File: src/rtl/uart_pkg.sv
// Shared UART definitions: FSM state encodings and parity-mode constants.
// Kept separate so a future receiver can reuse the same encodings.
package uart_pkg;

  typedef logic [2:0] uart_state_t;

  localparam uart_state_t StIdle   = 3'd0;
  localparam uart_state_t StStart  = 3'd1;
  localparam uart_state_t StData   = 3'd2;
  localparam uart_state_t StParity = 3'd3;
  localparam uart_state_t StStop   = 3'd4;

  localparam logic ParityEven = 1'b0;
  localparam logic ParityOdd  = 1'b1;

  // data_xor is the XOR reduction of the data bits.
  function automatic logic parity_bit(input logic data_xor, input logic mode);
    return (mode == ParityOdd) ? ~data_xor : data_xor;
  endfunction

endpackage

File: src/rtl/uart_fifo.sv
// Synchronous FIFO with occupancy count; pushes while full and pops while
// empty are ignored.
module uart_fifo #(
  parameter int unsigned WIDTH = 8,
  parameter int unsigned DEPTH = 4
) (
  input  logic                     clk,
  input  logic                     reset_n,
  input  logic                     push,
  input  logic [WIDTH-1:0]         wdata,
  input  logic                     pop,
  output logic [WIDTH-1:0]         rdata,
  output logic                     full,
  output logic                     empty,
  output logic [$clog2(DEPTH):0]   count
);

  localparam int unsigned AW = $clog2(DEPTH);
  localparam logic [AW:0]   FullCount = (AW+1)'(DEPTH);
  localparam logic [AW:0]   CountOne  = (AW+1)'(1);
  localparam logic [AW-1:0] PtrOne    = AW'(1);

  logic [WIDTH-1:0] mem [DEPTH];
  logic [AW-1:0]    wptr_q, rptr_q;
  logic [AW:0]      count_q, count_d;
  logic             do_push, do_pop;

  assign full    = (count_q == FullCount);
  assign empty   = (count_q == '0);
  assign count   = count_q;
  assign rdata   = mem[rptr_q];
  assign do_push = push & ~full;
  assign do_pop  = pop & ~empty;

  always_ff @(posedge clk) begin
    if (do_push) mem[wptr_q] <= wdata;
  end

  always_comb begin
    count_d = count_q;
    unique case ({do_push, do_pop})
      2'b10:   count_d = count_q + CountOne;
      2'b01:   count_d = count_q - CountOne;
      default: count_d = count_q;
    endcase
  end

  // Pointers wrap naturally since DEPTH is a power of two.
  always_ff @(posedge clk or negedge reset_n) begin
    if (!reset_n) begin
      wptr_q  <= '0;
      rptr_q  <= '0;
      count_q <= '0;
    end else begin
      if (do_push) wptr_q <= wptr_q + PtrOne;
      if (do_pop)  rptr_q <= rptr_q + PtrOne;
      count_q <= count_d;
    end
  end

endmodule

File: src/rtl/uart_tx_param.sv
// Parameterised UART transmitter: FIFO-fed, optional parity, 1 or 2 stop bits.
// Frames run back-to-back without an idle bit while the FIFO holds words.
module uart_tx_param
  import uart_pkg::*;
#(
  parameter int unsigned DATA_W     = 8,
  parameter int unsigned BAUD_DIV   = 16,
  parameter int unsigned STOP_BITS  = 1,
  parameter int unsigned FIFO_DEPTH = 4
) (
  input  logic                          clk,
  input  logic                          reset_n,
  input  logic [DATA_W-1:0]             in_data,
  input  logic                          in_valid,
  output logic                          in_ready,
  input  logic                          parity_en,
  input  logic                          parity_odd,
  output logic                          tx,
  output logic                          tx_busy,
  output logic                          tx_done,
  output logic [$clog2(FIFO_DEPTH):0]   fifo_count
);

  localparam int unsigned DivW = $clog2(BAUD_DIV);
  localparam int unsigned CntW = $clog2(DATA_W + 1);
  localparam logic [DivW-1:0] DivLast  = DivW'(BAUD_DIV - 1);
  localparam logic [DivW-1:0] DivOne   = DivW'(1);
  localparam logic [CntW-1:0] DataLast = CntW'(DATA_W - 1);
  localparam logic [CntW-1:0] StopLast = CntW'(STOP_BITS - 1);
  localparam logic [CntW-1:0] CntOne   = CntW'(1);

  uart_state_t       state_q, state_d;
  logic [DivW-1:0]   div_q, div_d;
  logic [CntW-1:0]   bit_cnt_q, bit_cnt_d;
  logic              done_q, done_d;
  logic              load;
  logic              bit_end;
  logic [DATA_W-1:0] shift_q;
  logic              par_en_q;
  logic              par_q;

  logic [DATA_W-1:0] fifo_rdata;
  logic              fifo_full, fifo_empty;

  assign in_ready = ~fifo_full;
  assign bit_end  = (div_q == DivLast);

  uart_fifo #(
    .WIDTH(DATA_W),
    .DEPTH(FIFO_DEPTH)
  ) u_fifo (
    .clk    (clk),
    .reset_n(reset_n),
    .push   (in_valid & ~fifo_full),
    .wdata  (in_data),
    .pop    (load),
    .rdata  (fifo_rdata),
    .full   (fifo_full),
    .empty  (fifo_empty),
    .count  (fifo_count)
  );

  always_comb begin
    state_d   = state_q;
    div_d     = div_q + DivOne;
    bit_cnt_d = bit_cnt_q;
    done_d    = 1'b0;
    load      = 1'b0;
    unique case (state_q)
      StIdle: begin
        div_d = '0;
        if (!fifo_empty) begin
          load    = 1'b1;
          state_d = StStart;
        end
      end
      StStart: begin
        if (bit_end) begin
          div_d     = '0;
          bit_cnt_d = '0;
          state_d   = StData;
        end
      end
      StData: begin
        if (bit_end) begin
          div_d = '0;
          if (bit_cnt_q == DataLast) begin
            bit_cnt_d = '0;
            state_d   = par_en_q ? StParity : StStop;
          end else begin
            bit_cnt_d = bit_cnt_q + CntOne;
          end
        end
      end
      StParity: begin
        if (bit_end) begin
          div_d   = '0;
          state_d = StStop;
        end
      end
      StStop: begin
        if (bit_end) begin
          div_d = '0;
          if (bit_cnt_q == StopLast) begin
            bit_cnt_d = '0;
            done_d    = 1'b1;
            // Chain straight into the next start bit when more words wait.
            if (!fifo_empty) begin
              load    = 1'b1;
              state_d = StStart;
            end else begin
              state_d = StIdle;
            end
          end else begin
            bit_cnt_d = bit_cnt_q + CntOne;
          end
        end
      end
      default: begin
        state_d   = StIdle;
        div_d     = '0;
        bit_cnt_d = '0;
      end
    endcase
  end

  always_ff @(posedge clk or negedge reset_n) begin
    if (!reset_n) begin
      state_q   <= StIdle;
      div_q     <= '0;
      bit_cnt_q <= '0;
      done_q    <= 1'b0;
    end else begin
      state_q   <= state_d;
      div_q     <= div_d;
      bit_cnt_q <= bit_cnt_d;
      done_q    <= done_d;
    end
  end

  // Parity settings are captured with the word so mid-frame changes are ignored.
  always_ff @(posedge clk) begin
    if (load) begin
      shift_q  <= fifo_rdata;
      par_en_q <= parity_en;
      par_q    <= parity_bit(^fifo_rdata, parity_odd);
    end else if (state_q == StData && bit_end) begin
      shift_q <= {1'b0, shift_q[DATA_W-1:1]};
    end
  end

  always_comb begin
    tx = 1'b1;
    unique case (state_q)
      StStart:  tx = 1'b0;
      StData:   tx = shift_q[0];
      StParity: tx = par_q;
      default:  tx = 1'b1;
    endcase
  end

  assign tx_busy = (state_q != StIdle);
  assign tx_done = done_q;

endmodule

File: config.mk
export PLATFORM = sky130hd
export DESIGN_NAME = uart_tx_param
export DESIGN_NICKNAME = d
export VERILOG_FILES = /design/src/rtl/uart_pkg.sv /design/src/rtl/uart_fifo.sv /design/src/rtl/uart_tx_param.sv
export SDC_FILE = /design/constraint.sdc
export NUM_CORES = 1
export LEC_CHECK = 0
export ABC_CLOCK_PERIOD_IN_PS = 7100
export CAP_MARGIN = 5
export CORE_ASPECT_RATIO = 1.4
export CORE_UTILIZATION = 50
export CTS_BUF_LIST = sky130_fd_sc_hd__clkbuf_16
export DETAILED_ROUTE_END_ITERATION = 16
export PLACE_DENSITY = 0.69
export SYNTH_ARGS = -nofsm -noshare
export SYNTH_HDL_FRONTEND = slang
export SYNTH_HIERARCHICAL = 1
export SYNTH_SLANG_ARGS = --single-unit
File: constraint.sdc
create_clock -name clk -period 7.1 [get_ports clk]
set_input_delay 1.065 -clock clk [delete_from_list [all_inputs] [get_ports clk]]
set_output_delay 1.065 -clock clk [all_outputs]
set_load 0.01 [all_outputs]
* Word level (Yosys, flattened, before mapping)
Memory sizes are Yosys's and may differ from the RTL's.
Cells that the tools add are included.
** Storage, ports and cells
- Register bits after elaboration :: 29
- Bits in writable memories :: 32
- Bits of input ports :: 13
- Output and inout bits :: 7
- Logic and storage cells :: 84
- Memories :: 1
** Cells by class
- Add/subtract/negate cells :: 6
- Equality and inequality tests :: 16
- Mux-type cells :: 32
- Bitwise gates (word level) :: 7
- Reductions and logical operators :: 12
** Memory list
- u_fifo.mem :: words 4, bits a word 8, read ports 1, clocked after memory_dff 0, write ports 1, line uart_fifo.sv:23 : logic [WIDTH-1:0] mem [DEPTH];
** Operators by type and width (count)
- 4-bit 2-to-1 mux :: 7
- 3-bit 2-to-1 mux :: 8
- 8-bit 2-to-1 mux :: 2
- 4-bit case mux with 4 select lines :: 1
- 3-bit case mux with 5 select lines :: 1
- 2-bit != test, second input constant :: 7
- 1-bit 2-to-1 mux :: 10
- 4-bit by 1-bit adder with 4-bit output, second input constant :: 2
- 8-bit parity :: 1
- 7-bit AND reduction :: 1
- 3-bit by 2-bit equality test with 1-bit output, second input constant :: 2
- 3-bit equality test, second input constant :: 2
- 3-bit zero test :: 2
- 3-bit case mux with 2 select lines :: 1
- 2-bit by 1-bit adder with 2-bit output, second input constant :: 2
- 4-bit by 3-bit equality test with 1-bit output, second input constant :: 1
- 4-bit equality test, second input constant :: 1
- 4-bit zero test :: 1
- 1-bit NOT :: 4
- 4-bit AND reduction :: 1
- 2-bit nonzero test :: 2
- 4-bit OR reduction :: 1
- 3-bit by 1-bit adder with 3-bit output, second input constant :: 1
- 1-bit AND :: 3
- other kinds (9) :: 9

* Depth between registers and ports, before layout
- Depth in word-level cells :: 8
- Gate-level depth with buffers :: 13
- Mapped depth without buffers :: 13

* Modules after synthesis
Netlist, hierarchy kept.
** By module, submodules not included
- uart_fifo :: instances 1, cells each 80, area each 1584.0 um2, sequential area each 1136.1 um2
- uart_tx_param :: instances 1, cells each 124, area each 1278.7 um2, sequential area each 600.6 um2

* Least setup slack after synthesis
OpenSTA, ideal clock, no wires.
- Path kind :: register to register
- Start point :: register bit_cnt_q[1]
- End point :: register u_fifo.count_q[2], in the netlist u_fifo/count[2]
- Library setup time :: 0.079 ns
- Data arrival time :: 2.618 ns
- Required time :: 7.021 ns
- Slack :: 4.403 ns
- Cell stages (with the launch flop) :: 14
- Path buffers :: 0
- Clock period less this slack :: 2.697 ns
- Cell sequence :: dfrtp_1 > inv_1 > ha_1 > or3b_4 > o21ai_0 > nand3_2 > inv_1 > o31a_2 > ha_1 > inv_1 > fa_1 > xor2_1 > nor2_1 > xor2_1
** Between the ends
- Word-level cells in the longest chain between the ends :: 7
- Elaborated cells between the ends (all ways) :: 9
- Classes of those cells :: 2 x eq/ne; 4 x mux; 1 x bitwise; 2 x reduce/logical
** RTL lines
- start, declared :: line uart_tx_param.sv:34 : logic [CntW-1:0] bit_cnt_q, bit_cnt_d;
- start signal, assigned :: line uart_tx_param.sv:136 : bit_cnt_q <= bit_cnt_d;
- 4-bit zero test (*) :: line uart_tx_param.sv:104 : if (bit_cnt_q == StopLast) begin
- 1-bit 2-to-1 mux (*) :: line uart_tx_param.sv:104
- 1-bit 2-to-1 mux (*) :: line uart_tx_param.sv:102 : if (bit_end) begin
- 1-bit case mux with 2 select lines (*) :: line uart_tx_param.sv:69 : unique case (state_q)
- net load :: line uart_tx_param.sv:36 : logic load;
- 1-bit AND (*) :: line uart_fifo.sv:33 : assign do_pop = pop & ~empty;
- net u_fifo.do_pop :: line uart_fifo.sv:26 : logic do_push, do_pop;
- 2-bit by 1-bit equality test with 1-bit output / 2-bit equality test (equally long branches) :: line uart_fifo.sv:41 : unique case ({do_push, do_pop})
- 3-bit case mux with 2 select lines / 2-bit nonzero test (equally long branches)
- end signal, assigned :: line uart_fifo.sv:57 : count_q <= count_d;
- end, declared :: line uart_fifo.sv:25 : logic [AW:0] count_q, count_d;
The timed path passes the listed nets; every way through them passes the cells marked *.
A chain may end at the register's enable or synchronous reset.

* Worst setup path after layout
- Start point :: register state_q[1]
- End point :: output tx
** Between the ends
- Word-level cells in the longest chain between the ends :: 2
- Elaborated cells between the ends (all ways) :: 4
- Classes of those cells :: 3 x eq/ne; 1 x mux
** RTL lines
- start, declared :: line uart_tx_param.sv:32 : uart_state_t state_q, state_d;
- start signal, assigned :: line uart_tx_param.sv:129 : state_q <= StIdle;
- start signal, assigned :: line uart_tx_param.sv:134 : state_q <= state_d;
- 3-bit by 2-bit equality test with 1-bit output / 3-bit by 1-bit equality test with 1-bit output (equally long branches) :: line uart_tx_param.sv:154 : unique case (state_q)
- 1-bit case mux with 3 select lines (*) :: line uart_tx_param.sv:154
- end, declared :: line uart_tx_param.sv:18 : output logic tx,
Mark *: on every way between the ends. The rest lies on a longest branch, timed or not.

==> run summary <==
====================================================================================================
Top cells by instance count after synthesis ........................................... edfxtp_1, dfrtp_1, inv_1
Cells after synthesis .................................................................          204
Worst Tran Pin Value ..................................................................    0.8666 ns
TritonCTS sink count ..................................................................           61
Fraction of post-synthesis cell area in the top cell type by area .....................       44.06%
Number of enable flip-flop cells after synthesis ......................................           42
Slew Viols, Final .....................................................................            0
Clock share of power ..................................................................        41.4%
Die footprint .........................................................................     6036 um2
Violation count after the first detailed-route iteration ..............................           78
Post-DP HPWL ..........................................................................      3176 um
Signed area change from the synthesized netlist to the final layout ...................       19.80%
Setup Fix Bufs, Post-CTS ..............................................................            0
Routed wirelength normalized by instance count ........................................     15.51 um
Number of buffers added on ports ......................................................           19
Main synth FF type ....................................................................     edfxtp_1
Post-layout instance count excluding filler cells .....................................          300
Worst min path class ..................................................................   reg -> reg
Routability congestion estimate .......................................................       0.7512
TritonCTS clock tree ..................................................................          yes
Clock H-tree levels ...................................................................            3
Minimum clock period ..................................................................     3.057 ns
Kind of end point of the critical path ................................................ primary output
Syn Nets ..............................................................................          226
Remaining Overflow, GRT ...............................................................            0
Final count of hold timing violations .................................................            0
Sum of routed wire length over all layers .............................................      4653 um
Largest area contributor in the netlist ...............................................     edfxtp_1
Worst Skew ............................................................................  0.005677 ns
Max Fanout on Critical Path ...........................................................           16
Sequential cell area fraction in the yosys report .....................................       60.66%
Maximum VDD drop ......................................................................     296.0 uV
Final standard cell area without fillers ..............................................     3430 um2
Setup TNS .............................................................................         0 ns
Post-route ant nets ...................................................................            0
#FFs+latches synth ....................................................................           61
Internal power of the cells ...........................................................     840.5 uW
Initial core utilization ..............................................................       51.81%
Overall Global Routing Usage ..........................................................       18.64%
Leading cell types by total area after synthesis ...................................... edfxtp_1, dfrtp_1, mux4_2
Max-cap violation count ...............................................................            0
Floorplan Core Area ...................................................................     5525 um2
Total power of the final layout .......................................................      1110 uW
Root Driver ...........................................................................    clkbuf_16
Mean cell area of the mapped netlist ..................................................    14.03 um2
Critical R2R Launch ................................................................... bit_cnt_q[0]$_DFFE_PN0P_
Result of the run ..................................................................... finished clean
NetSw .................................................................................     269.9 uW
Most frequently used cell type in the post-synthesis netlist ..........................     edfxtp_1
Worst Hold Launch ..................................................................... div_q[0]$_DFF_PN0_
First-pass GRT wire length ............................................................      7941 um
CP max stage delay ....................................................................      0.61 ns
Post-CTS resize count .................................................................            0
Maximum clock insertion buffer count ..................................................            2
Total number of yosys warnings ........................................................            6
Area of the mapped netlist ............................................................     2863 um2
Highest clock frequency the design can meet ...........................................   0.3271 GHz
Number of design rule violations left after detail routing ............................            0
Number of antenna violations at the first check in global routing .....................            0
DP Cell Count .........................................................................          284
Placed Area ...........................................................................     3105 um2
Critical path launch point type .......................................................         flop
Final antenna diode count .............................................................            0
Number of clock buffers inserted by TritonCTS .........................................            9
Hold_ws ...............................................................................    0.4998 ns
Leakage power .........................................................................  0.001352 uW
Critical path startpoint .............................................................. state_q[1]$_DFFE_PN0P_
Horizontal die dimension ..............................................................     65.95 um
CTS hold repair buffers ...............................................................            0
Relative slew slack ...................................................................       42.04%
Setup repair after global routing missed its margin ...................................        false
Number of top-level design ports ......................................................           20
Source-to-sink clock delay at the later pin of the worst-skew pair ....................      0.32 ns
Family with the most delay on the worst path ..........................................   flip-flops
Setup Crit Path Kind ..................................................................   reg -> out
Fraction of layout cells with a size suffix above 1 ...................................       20.69%
Vias in the first global route ........................................................         1691
Cell-by-cell listing of the critical path ............................................. nor3b_1 > a21oi_1 > or2_2 > clkdlybuf4s50_1
Switching part of the total ...........................................................       24.31%
Library cell contributing the largest single delay on the critical path ...............      dfrtp_1
Power density over cell area .......................................................... 323.8 nW/um2
Fin crit share ........................................................................       43.06%
Die Y .................................................................................     91.53 um
Vias/cell .............................................................................        5.417
Clock-pin slew reported for the worst setup and hold paths after clock tree synthesis .      0.05 ns
NumNets Final .........................................................................          249
Count of buffer and inverter cells on the critical path ...............................            1
Part of the power in combinational logic ..............................................        16.4%
Proportion of register bits with asynchronous set or reset after synthesis ............       31.15%
Rows ..................................................................................           32
Number of distinct library cells after synthesis ......................................           44
Worst EP required .....................................................................      6.03 ns
Worst EP arrival ......................................................................      1.99 ns
First drt pass iteration count ........................................................            4
Total setup violations reported at the end of the flow ................................            0
Pin count of the biggest net entering global routing ..................................           20
Portion of total power attributed to sequential cells .................................        42.2%
Via count .............................................................................         1625
====================================================================================================
-- power by group through the flow --
| stage | clock, uW | sequential, uW | combinational, uW |
|---|---|---|---|
| 3_3_place_gp | 0 | 473 | 183 |
| 2_1_floorplan | 0 | 470 | 119 |
| 5_1_grt | 487 | 473 | 204 |
| 6_report | 460 | 468 | 182 |
| 4_1_cts | 471 | 469 | 187 |
| 3_5_place_dp | 0 | 475 | 187 |
-- area by class of cell --
type | instances | area, um2
Multi-Input combinational cell | 121 | 1037
Fill cell | 422 | 2096
Clock buffer | 9 | 225.2
Timing Repair Buffer | 19 | 190.2
Tap cell | 68 | 85.08
Sequential cell | 61 | 1737
Clock inverter | 7 | 98.84
Inverter | 15 | 56.30
-- sequential cells by signal, summed over array words and instances (netlist names), 2 cells and up --
name           flops
u_fifo/wptr_q      2
u_fifo/rptr_q      2
u_fifo/mem        32
bit_cnt_q          4
state_q            3
shift_q            8
u_fifo/count       3
div_q              4
-- cells by family after synthesis --
family          Yosys count  synth area share, %
flops                    61                60.66
simple gates             53                10.71
compound gates           26                6.294
buf+inv                  22                3.103
mux                      18                10.45
xor+xnor                 15                4.589
fa+ha+maj                 9                4.196
-- worst reg2reg max path, stage by stage (launching register included) --
cell and delay [ns]:
dfrtp_1 0.42, inv_1 0.07, ha_1 0.13, or3b_4 0.40, o21ai_0 0.20, nand3_2 0.24
inv_1 0.18, o31a_2 0.19, ha_1 0.18, inv_1 0.06, fa_1 0.37, xor2_1 0.15
nor2_1 0.12, xor2_1 0.15
-- layer usage --
metal	global-route usage [%]	vias to the layer above	routed length [um]
met1	21.56	804	1922
li1	-	796	-
met2	30.44	19	2534
met5	0	-	0
met3	3.894	6	112
met4	12.23	0	84
-- final timing paths --
kind	end	slack (ns)	depth (start not counted)
max in group asynchronous	u_fifo/rptr_q[0]$_DFFE_PN0P_	5.32	1
worst max-delay path	tx	4.04	4
worst max register to register	u_fifo/count[2]$_DFFE_PN0P_	4.17	13
worst min-delay path	div_q[0]$_DFF_PN0_	0.50	1
min in group asynchronous	div_q[2]$_DFF_PN0_	1.24	1
worst min register to register	div_q[0]$_DFF_PN0_	0.50	1
-- layout by cell type, fill, tap and decap left out, types with 4 or more instances in the layout --
| cell | n |
|---|---|
| edfxtp_1 | 42 |
| dfrtp_1 | 19 |
| clkdlybuf4s50_1 | 19 |
| inv_1 | 15 |
| nor2_1 | 12 |
| xnor2_1 | 10 |
| a21oi_1 | 9 |
| clkbuf_16 | 9 |
| nand2_1 | 8 |
| ha_1 | 8 |
| mux4_2 | 8 |
| mux2_2 | 7 |
| o21ai_0 | 6 |
| xor2_1 | 5 |
| nor3b_1 | 4 |
| and3_2 | 4 |
-- through the flow --
stage / setup slack (ns) / util [%]
3_3_place_gp: 4.217 / 56.20
4_1_cts: 4.034 / 62.07
2_1_floorplan: 4.403 / -
6_report: 4.043 / 62.07
5_1_grt: 3.916 / 62.07
3_5_place_dp: 4.165 / 56.20
No activity file was read; power rests on OpenSTA's default activity.
